$ cat src/rtl/bus_master_if.sv
// bus_master_if: bridges a level CPU request onto an arbitrated strobe/ready bus.
// Optional BUS_MASTER_TIMEOUT_EN aborts an ACCESS after TIMEOUT_CYC cycles without ready.
module bus_master_if #(
    parameter int ADDR_W      = 30,
    parameter int DATA_W      = 32,
    parameter int TIMEOUT_CYC = 255
) (
    input  logic              clk_i,
    input  logic              rst_i,
    input  logic              cpu_req_i,
    input  logic              cpu_rw_i,
    input  logic [ADDR_W-1:0] cpu_addr_i,
    input  logic [DATA_W-1:0] cpu_wdata_i,
    output logic              cpu_busy_o,
    output logic              cpu_ack_o,
    output logic [DATA_W-1:0] cpu_rdata_o,
    output logic              cpu_err_o,
    output logic              bus_req_o,
    input  logic              bus_grnt_i,
    output logic              bus_as_o,
    output logic              bus_rw_o,
    output logic [ADDR_W-1:0] bus_addr_o,
    output logic [DATA_W-1:0] bus_wdata_o,
    input  logic [DATA_W-1:0] bus_rdata_i,
    input  logic              bus_rdy_i
);

    typedef enum logic [1:0] {
        IDLE,
        REQ,
        ACCESS,
        DONE
    } state_t;

    state_t            state_q, state_d;
    logic              rw_q, rw_d;
    logic [ADDR_W-1:0] addr_q, addr_d;
    logic [DATA_W-1:0] wdata_q, wdata_d;
    logic [DATA_W-1:0] rdata_q, rdata_d;

`ifdef BUS_MASTER_TIMEOUT_EN
    localparam int CNT_W = $clog2(TIMEOUT_CYC + 2);
    localparam logic [CNT_W-1:0] TMO = CNT_W'(TIMEOUT_CYC);

    logic [CNT_W-1:0]  cnt_q, cnt_d;
    logic              err_q, err_d;
`else
    logic              unused_tmo;
    assign unused_tmo = (TIMEOUT_CYC == 0);
`endif

    // Next-state and datapath; the wait counter is cleared per new access so a retry keeps it.
    always_comb begin
        state_d = state_q;
        rw_d    = rw_q;
        addr_d  = addr_q;
        wdata_d = wdata_q;
        rdata_d = rdata_q;
`ifdef BUS_MASTER_TIMEOUT_EN
        cnt_d   = cnt_q;
        err_d   = err_q;
`endif
        unique case (state_q)
            IDLE: begin
`ifdef BUS_MASTER_TIMEOUT_EN
                err_d = 1'b0;
`endif
                if (cpu_req_i) begin
                    state_d = REQ;
                    rw_d    = cpu_rw_i;
                    addr_d  = cpu_addr_i;
                    wdata_d = cpu_wdata_i;
`ifdef BUS_MASTER_TIMEOUT_EN
                    cnt_d   = '0;
`endif
                end
            end
            REQ: begin
                if (bus_grnt_i) begin
                    state_d = ACCESS;
                end
            end
            ACCESS: begin
                if (bus_rdy_i) begin
                    state_d = DONE;
                    if (rw_q) begin
                        rdata_d = bus_rdata_i;
                    end
`ifdef BUS_MASTER_TIMEOUT_EN
                end else begin
                    cnt_d = cnt_q + 1'b1;
                    if (cnt_d == TMO) begin
                        state_d = DONE;
                        err_d   = 1'b1;
                        rdata_d = '0;
                    end else if (!bus_grnt_i) begin
                        state_d = REQ;
                    end
                end
`else
                end else if (!bus_grnt_i) begin
                    state_d = REQ;
                end
`endif
            end
            DONE: begin
                state_d = IDLE;
            end
            default: begin
                state_d = IDLE;
            end
        endcase
    end

    // State and latched access registers with synchronous reset.
    always_ff @(posedge clk_i) begin
        if (rst_i) begin
            state_q <= IDLE;
            rw_q    <= 1'b0;
            addr_q  <= '0;
            wdata_q <= '0;
            rdata_q <= '0;
`ifdef BUS_MASTER_TIMEOUT_EN
            cnt_q   <= '0;
            err_q   <= 1'b0;
`endif
        end else begin
            state_q <= state_d;
            rw_q    <= rw_d;
            addr_q  <= addr_d;
            wdata_q <= wdata_d;
            rdata_q <= rdata_d;
`ifdef BUS_MASTER_TIMEOUT_EN
            cnt_q   <= cnt_d;
            err_q   <= err_d;
`endif
        end
    end

    // Outputs decoded from registered state only.
    always_comb begin
        cpu_busy_o  = (state_q != IDLE);
        cpu_ack_o   = (state_q == DONE);
        cpu_rdata_o = rdata_q;
`ifdef BUS_MASTER_TIMEOUT_EN
        cpu_err_o   = err_q && (state_q == DONE);
`else
        cpu_err_o   = 1'b0;
`endif
        bus_req_o   = (state_q == REQ) || (state_q == ACCESS);
        bus_as_o    = (state_q == ACCESS);
        bus_rw_o    = bus_as_o && rw_q;
        bus_addr_o  = bus_as_o ? addr_q : '0;
        bus_wdata_o = bus_as_o ? wdata_q : '0;
    end

endmodule
$ cat config.mk
export PLATFORM = sky130hd
export DESIGN_NAME = bus_master_if
export DESIGN_NICKNAME = d
export VERILOG_FILES = /design/src/rtl/bus_master_if.sv
export SDC_FILE = /design/constraint.sdc
export NUM_CORES = 1
export LEC_CHECK = 0
export ABC_AREA = 1
export BUFFER_PORTS_ARGS = -buffer_cell sky130_fd_sc_hd__buf_2
export CAP_MARGIN = 0
export CORE_MARGIN = 2
export CORE_UTILIZATION = 45
export DETAILED_ROUTE_END_ITERATION = 12
export PLACE_DENSITY = 0.79
export SETUP_SLACK_MARGIN = 0.2
export SLEW_MARGIN = 25
export SYNTH_ARGS = -nofsm -noshare
export SYNTH_HDL_FRONTEND = slang
export SYNTH_SLANG_ARGS = --single-unit
$ cat constraint.sdc
create_clock -name clk_i -period 1.9 [get_ports clk_i]
set_input_delay 0 -clock clk_i [delete_from_list [all_inputs] [get_ports clk_i]]
set_output_delay 0 -clock clk_i [all_outputs]
set_load 0.05 [all_outputs]
==> results by group, run 1 <==
Route
  – DR vias/cell: 4.90
  – Wire length reported by the detailed router: around 13000 um
  – Remaining number of nets flagged by the antenna check after routing: 0
  – Number of DRC markers after the initial detailed-route iteration: 189
  – Drt drc: 0
  – Wire length per cell after detailed routing: 13.8 um
  – Number of optimization iterations in the first detailed-route pass: 5
  – Number of vias after detailed routing: around 4700

Clock network
  – Clock Tree Root: sky130_fd_sc_hd__clkbuf_8
  – CTS tree: yes
  – Clock sinks: between 90 and 100
  – Setup Buffers After CTS: 0
  – Worst skew pair latency: 0.34 ns
  – Clock transition at the registers of the reported paths: 0.09 ns
  – Number of buffers on the longest clock path: 2
  – Inserted Clock Buffers: 9
  – H-tree depth: 3

Pwr
  – P_int: 0.00403 W
  – Power density normalized to cell area: 1080 nW/um^2
  – Proportion of power drawn by flip-flops and latches: 38.6%
  – Switching share of power: 41.8%
  – Portion of total power attributed to the clock network: 18.6%
  – Maximum resistive drop on vdd: 0.000677 V
  – Combinational fraction of design power: between 40 and 50%
  – Overall power: 0.00692 W
  – Leakage power summed over all cells: 3.44 nW
  – Sw power: between 0.002 and 0.003 W

Setup path
  – Standard cell with the maximum stage delay on the critical path: sky130_fd_sc_hd__dfxtp_2
  – Top delay family on crit path: buffers and inverters
  – Sum of buffers and inverters on the critical path: 4
  – Startpoint of the worst register-to-register path: state_q[1]
  – Worst reg-to-reg setup slack: ~0.34 ns
  – Kind of start point of the critical path: flop
  – Max Fanout on Critical Path: 20
  – Worst path arrival time: between 1.5 and 2 ns
  – Type of the setup path with the least slack: flop to primary output
  – Type of element capturing the critical path: primary output
  – Data required, critical path: 1.90 ns
  – Max incr delay on CP: approximately 0.36 ns
  – Worst r2r dst: wdata_q[29]
  – Cells along the critical path: inv_2 > ha_4 > bufbuf_16 > nand2_1 > inv_1 > clkbuf_4
  – Number of cells traversed by the worst register-to-register path: 6

GRT
  – Grt total ovfl: 0
  – Busiest layer in global routing: met2
  – Global routing met2 resource utilization: between 40% and 50%
  – Number of antenna violations at the first check in global routing: 0
  – Via count of the first global-routing pass: roughly 4500
  – Met1 routing resource usage after global routing: 29.9%
  – Largest net degree at the start of global routing: 35
  – Grt met3 use: around 5.4%
  – Wire length of the first global-routing pass: 21000 um
  – Global router's overall resource usage: 26.1%

Floorplanning
  – Vertical die dimension: 99.2 um
  – Num ports: 200
  – Area of the die: 9840 sq um
  – Row count: 34
  – Initial standard-cell utilization of the core: 46.5%
  – Die Span X: 99.2 um
  – Area of the core: about 8800 sq um

Final layout
  – Filler cells: 635
  – Most frequent cells in the layout: sky130_fd_sc_hd__buf_2, sky130_fd_sc_hd__nor2_1, sky130_fd_sc_hd__nand2_1
  – Fraction of final layout cells with drive strength greater than 1: ~27%
  – Antenna Diode Count: 0
  – Most common library cell in the layout ignoring fill and taps: sky130_fd_sc_hd__buf_2
  – NumNets Final: 959
  – Area overhead of the layout relative to synthesis: 56.8%
  – Area of the multi-input gates: 1630 sq um
  – Final Instance Count excl. Fillers: 968
  – FF/Latch Area: 1940 sq um

Timing
  – Transition time at the pin with the least slew margin: 0.502 ns
  – Max-Slew Margin vs Limit: approximately 66%
  – Minimum clock period after layout: 1.65 ns
  – Final total negative setup slack: 0 ns
  – Post-route clock period utilization: 86.9%
  – Number of max-slew violations in the final report: 0
  – Worst setup skew after layout: 0.00889 ns
  – Number of endpoints failing setup at the final stage: 0
  – Unrepaired setup endpoints after global routing: yes
  – Peak Freq: slightly above 0.6 GHz
  – Final Hold Viols: 0

Logic synthesis
  – Xor-xnor portion of the synthesized cell area: 0%
  – Register area share after synthesis: between 40 and 50%
  – Number of instances in the synthesized netlist: roughly 580
  – Simple logic cell fraction of the synthesized area: 26.1%
  – Average cell area after synthesis: 7.02 sq um
  – Number of distinct library cells after synthesis: 18
  – Fraction of the mapped netlist area in compound gates: 11.8%
  – Combinational family with the most area after synthesis: simple AND/OR/NAND/NOR gates
  – Total of flip-flops plus latches after synthesis: a little under 100
  – Fraction of synthesized area in multiplexers: 0%
  – Post-Synth Adder-Cell Area: under 10%
  – Post-synthesis instance area: 4080 sq um
  – Warnings from Yosys: 0
  – Post-Synthesis Net Count: 685

Place
  – Number of buffers added on ports: approximately 200
  – Routability cong.: approximately 0.84
  – Detailed Place HPWL: 7490 um
  – Total instance count after detailed placement: 855

Min path
  – Source of the worst hold timing path: bus_rdy_i
  – Hold/Removal Path Class: input pin to flop
  – Hold-critical path depth: 3
  – Endpoint with the worst hold slack: cpu_rdata_o[24]

Job
  – MaxCap Viol Count: 0

Run status
  – Result of the run: completed
-- flip-flops by register name, indices dropped and copies added, names as in the netlist --
signal / cells
cpu_rdata_o: 32
wdata_q: 32
addr_q: 30
state_q: 2
rw_q: 1
-- kinds of logic after synthesis --
group                      after synthesis
DFF                                     97
AOI/OAI and AO/OA                       96
and+or+nand+nor                        272
adders and majority gates                4
other                                    1
buffers and inverters                  111
-- repair_timing --
action                                  CTS  global route
endpoints found under the setup margin   83           132
hold buffers                             95             0
hold endpoints to repair                 95             0
gates resized for setup                  28            36
gates cloned                              2             0
-- per-stage QoR --
stage	area [sq um]	util, %	setup WS (ns)	hold WS [ns]
finish	6390	73.0	0.249	0.0806
global placement	5030	57.4	0.191	0.235
floorplan	4080	-	0.350	0.148
global route	6390	73.0	0.185	0.0743
CTS	6300	71.9	0.190	0.0387
detailed placement	5030	57.4	0.0713	0.243
-- worst max path at each step --
stage / start / cells after the start / to / slack (ns)
floorplan: state_q[1] / 5 / bus_addr_o[0] / 0.35
global placement: state_q[0] / 6 / rw_q / 0.19
detailed placement: state_q[0] / 6 / wdata_q[22] / 0.07
CTS: state_q[0] / 6 / bus_addr_o[27] / 0.19
global route: state_q[0] / 7 / bus_wdata_o[19] / 0.18
finish: state_q[0] / 6 / bus_addr_o[20] / 0.25
-- synthesized netlist by cell type --
| cell type | count | area, sq um |
|---|---|---|
| sky130_fd_sc_hd__inv_1 | 67 | 251 |
| sky130_fd_sc_hd__inv_2 | 2 | 7.51 |
| sky130_fd_sc_hd__buf_6 | 8 | 90.1 |
| sky130_fd_sc_hd__clkbuf_2 | 5 | 25.0 |
| sky130_fd_sc_hd__o21ai_1 | 24 | 120 |
| sky130_fd_sc_hd__nor2_1 | 133 | 499 |
| sky130_fd_sc_hd__dfxtp_1 | 97 | 1940 |
| sky130_fd_sc_hd__conb_1 | 1 | 3.75 |
| sky130_fd_sc_hd__buf_4 | 7 | 52.6 |
| sky130_fd_sc_hd__clkinv_4 | 1 | 8.76 |
| sky130_fd_sc_hd__nand3_1 | 32 | 160 |
| sky130_fd_sc_hd__a21oi_1 | 32 | 160 |
| sky130_fd_sc_hd__ha_1 | 4 | 50.1 |
| sky130_fd_sc_hd__o21ai_0 | 40 | 200 |
| sky130_fd_sc_hd__buf_2 | 17 | 85.1 |
| sky130_fd_sc_hd__nand2_1 | 105 | 394 |
| sky130_fd_sc_hd__nand2_2 | 2 | 12.5 |
| sky130_fd_sc_hd__clkbuf_1 | 4 | 15.0 |
-- routing by layer --
layer  routed length, um  up-vias
li1                    -     2322
met1                5150     2139
met2                6750      241
met3                1110       38
met4                 376        0
met5                   0        -
-- power groups by stage --
| stage | sequential, W | clock (W) | combinational (W) |
|---|---|---|---|
| floorplan | 0.00271 | 0 | 0.00197 |
| finish | 0.00267 | 0.00129 | 0.00296 |
| CTS | 0.00265 | 0.00133 | 0.00285 |
| global route | 0.00271 | 0.00142 | 0.00320 |
| global placement | 0.00267 | 0 | 0.00245 |
| detailed placement | 0.00269 | 0 | 0.00250 |
-- final cells by class --
| cell class | count | area share, % |
|---|---|---|
| clock inverter | 5 | 0.881 |
| clock buffer | 11 | 2.05 |
| multi-input combinational | 373 | 25.4 |
| timing repair inverter | 1 | 0.176 |
| inverter | 70 | 4.31 |
| sequential | 97 | 30.4 |
| timing repair buffer | 303 | 34.6 |
| tap | 108 | 2.11 |
-- worst reg2reg max path: cells and delay by family (launching register included) --
kind	cells	cell delay (ns)
DFF	1	0.40
and+or+nand+nor	2	0.38
buffers and inverters	2	0.33
adders and majority gates	1	0.25
AOI/OAI and AO/OA	1	0.13
Power figures use the tool's default switching activity.
==> inputs of run 2 (changes only) <==
--- a/config.mk
+++ b/config.mk
@@ -12,6 +12,7 @@
 export CORE_UTILIZATION = 45
 export DETAILED_ROUTE_END_ITERATION = 12
 export PLACE_DENSITY = 0.79
+export RECOVER_POWER = 100
 export SETUP_SLACK_MARGIN = 0.2
 export SLEW_MARGIN = 25
 export SYNTH_ARGS = -nofsm -noshare
==> run 2 against run 1 <==
- first-iteration DRC count is 0.53% higher
- clock power about the same
- critical endpoint is now bus_wdata_o[19]
- largest power group unchanged
- wire length rose by 0.19%
- worst setup slack got worse by 0.094 ns
- power shrank 1.7%
- critical path depth increased by 1
==> results by group, run 2 (synthesis results as in run 1) <==
Floorplanning
  – Initial standard-cell utilization of the core: between 40 and 50%
  – Row count: 34
  – Vertical die dimension: ~99 um
  – Die Span X: 99.2 um
  – Num ports: 200
  – Area of the die: approximately 9800 sq um
  – Area of the core: 8760 sq um

Clock network
  – Inserted Clock Buffers: 9
  – Number of buffers on the longest clock path: 2
  – H-tree depth: 3
  – Clock transition at the registers of the reported paths: 0.09 ns
  – Worst skew pair latency: 0.35 ns
  – Clock Tree Root: sky130_fd_sc_hd__clkbuf_8
  – CTS tree: yes
  – Clock sinks: 97

Setup path
  – Type of element capturing the critical path: primary output
  – Most used cell, CP: sky130_fd_sc_hd__buf_12
  – Worst path arrival time: 1.74 ns
  – Type of the setup path with the least slack: flop to primary output
  – Data required, critical path: 1.90 ns
  – Max incr delay on CP: 0.37 ns
  – Cells along the critical path: inv_2 > ha_4 > buf_12 > buf_12 > nand2_1 > inv_1 > clkbuf_2
  – Standard cell with the maximum stage delay on the critical path: sky130_fd_sc_hd__dfxtp_1
  – Kind of start point of the critical path: flop
  – Max Fanout on Critical Path: 20

GRT
  – Grt total ovfl: 0
  – Global routing met2 resource utilization: 48.1%
  – Largest net degree at the start of global routing: 35
  – Wire length of the first global-routing pass: 21000 um
  – Global router's overall resource usage: 26.1%
  – Number of antenna violations at the first check in global routing: 0
  – Met1 routing resource usage after global routing: 29.9%
  – Via count of the first global-routing pass: 4539
  – Busiest layer in global routing: met2
  – Grt met3 use: 5.41%

Timing
  – Peak Freq: ~0.57 GHz
  – Final Hold Viols: 0
  – Worst setup skew after layout: 0.00863 ns
  – Final Hold Slack: 0.0674 ns
  – Post-route clock period utilization: 91.8%
  – Minimum clock period after layout: 1.74 ns
  – Unrepaired setup endpoints after global routing: yes
  – Number of max-slew violations in the final report: 0
  – Final total negative setup slack: 0 ns
  – Transition time at the pin with the least slew margin: 0.636 ns
  – Number of endpoints failing setup at the final stage: 0
  – Max-Slew Margin vs Limit: 57.8%

Final layout
  – Most frequent cells in the layout: sky130_fd_sc_hd__nor2_1, sky130_fd_sc_hd__nand2_1, sky130_fd_sc_hd__buf_2
  – Antenna Diode Count: 0
  – Most common library cell in the layout ignoring fill and taps: sky130_fd_sc_hd__nor2_1
  – Cell area after layout: 6280 sq um
  – Area overhead of the layout relative to synthesis: 54.1%
  – Fraction of final layout cells with drive strength greater than 1: 22.8%
  – NumNets Final: 959

Route
  – Number of vias after detailed routing: 4744
  – Remaining number of nets flagged by the antenna check after routing: 0
  – Number of optimization iterations in the first detailed-route pass: 6
  – Drt drc: 0
  – Number of DRC markers after the initial detailed-route iteration: 190
  – Wire length reported by the detailed router: about 13000 um
  – Wire length per cell after detailed routing: 13.9 um
  – DR vias/cell: 4.90

Pwr
  – Power density normalized to cell area: 1080 nW/um^2
  – Leakage power summed over all cells: 3.24 nW
  – Maximum resistive drop on vdd: 0.000672 V

Place
  – Detailed Place HPWL: about 7500 um
  – Cell area reported after detailed placement: just over 5000 sq um
  – Routability cong.: 0.838
  – Number of buffers added on ports: about 200

Job
  – MaxCap Viol Count: 0

Min path
  – Hold/Removal Path Class: input pin to flop

Run status
  – Result of the run: completed
[run 2: cell count changes in the layout (fill, tap and decap cells not counted), moves of 9 or more]
cell                       change
sky130_fd_sc_hd__buf_2        -63
sky130_fd_sc_hd__clkbuf_2     +39
sky130_fd_sc_hd__clkbuf_1     +34
sky130_fd_sc_hd__o21ai_0      +12
sky130_fd_sc_hd__o21ai_1      -12
sky130_fd_sc_hd__buf_4         -9
[run 2: critical path, delay by kind of cell, from the launching register on]
family,cells,cell delay (ns)
DFF,1,0.37
adders and majority gates,1,0.18
buffers and inverters,5,0.76
and+or+nand+nor,1,0.09
[run 2: routing by layer]
metal,routed length (um),vias to the layer above
met4,428,0
met5,0,-
met3,1170,43
met1,5140,2144
met2,6670,237
li1,-,2320
[run 2: final cells by class]
cell class / instances / area (sq um)
inverter: 70 / 265
tap: 108 / 135
sequential: 97 / 1940
timing repair buffer: 303 / 2120
multi-input combinational: 373 / 1620
fill: 679 / 2480
clock inverter: 5 / 56.3
timing repair inverter: 1 / 11.3
clock buffer: 11 / 131
[run 2: worst paths after layout]
kind,startpoint,endpoint,slack [ns],cells after the start
hold / removal,bus_rdy_i,cpu_rdata_o[28],0.07,3
setup reg to reg,state_q[0],state_q[1],0.27,9
setup / recovery,state_q[0],bus_wdata_o[19],0.16,7
hold reg to reg,cpu_rdata_o[18],cpu_rdata_o[18],0.47,2
[run 2: repair_timing]
action,CTS,global route
hold endpoints to repair,95,0
setup endpoints to repair,83,132
gates resized for setup,28,36
hold buffers,95,0
setup buffers,0,0
gates cloned,2,0
[run 2: stage by stage]
step	setup slack, ns	utilization, %	power, W	std cells
after floorplan	0.350	-	0.00468	581
after detailed placement	0.0713	57.4	0.00520	855
final	0.155	71.7	0.00680	968
after CTS	0.190	71.9	0.00683	968
after global routing	0.0608	71.7	0.00723	968
after global placement	0.191	57.4	0.00512	855
[run 2: report_power, final]
part,internal [W],switching [W]
sequential,0.00243,0.000229
combinational,0.000892,0.00196
clock,0.000608,0.000675
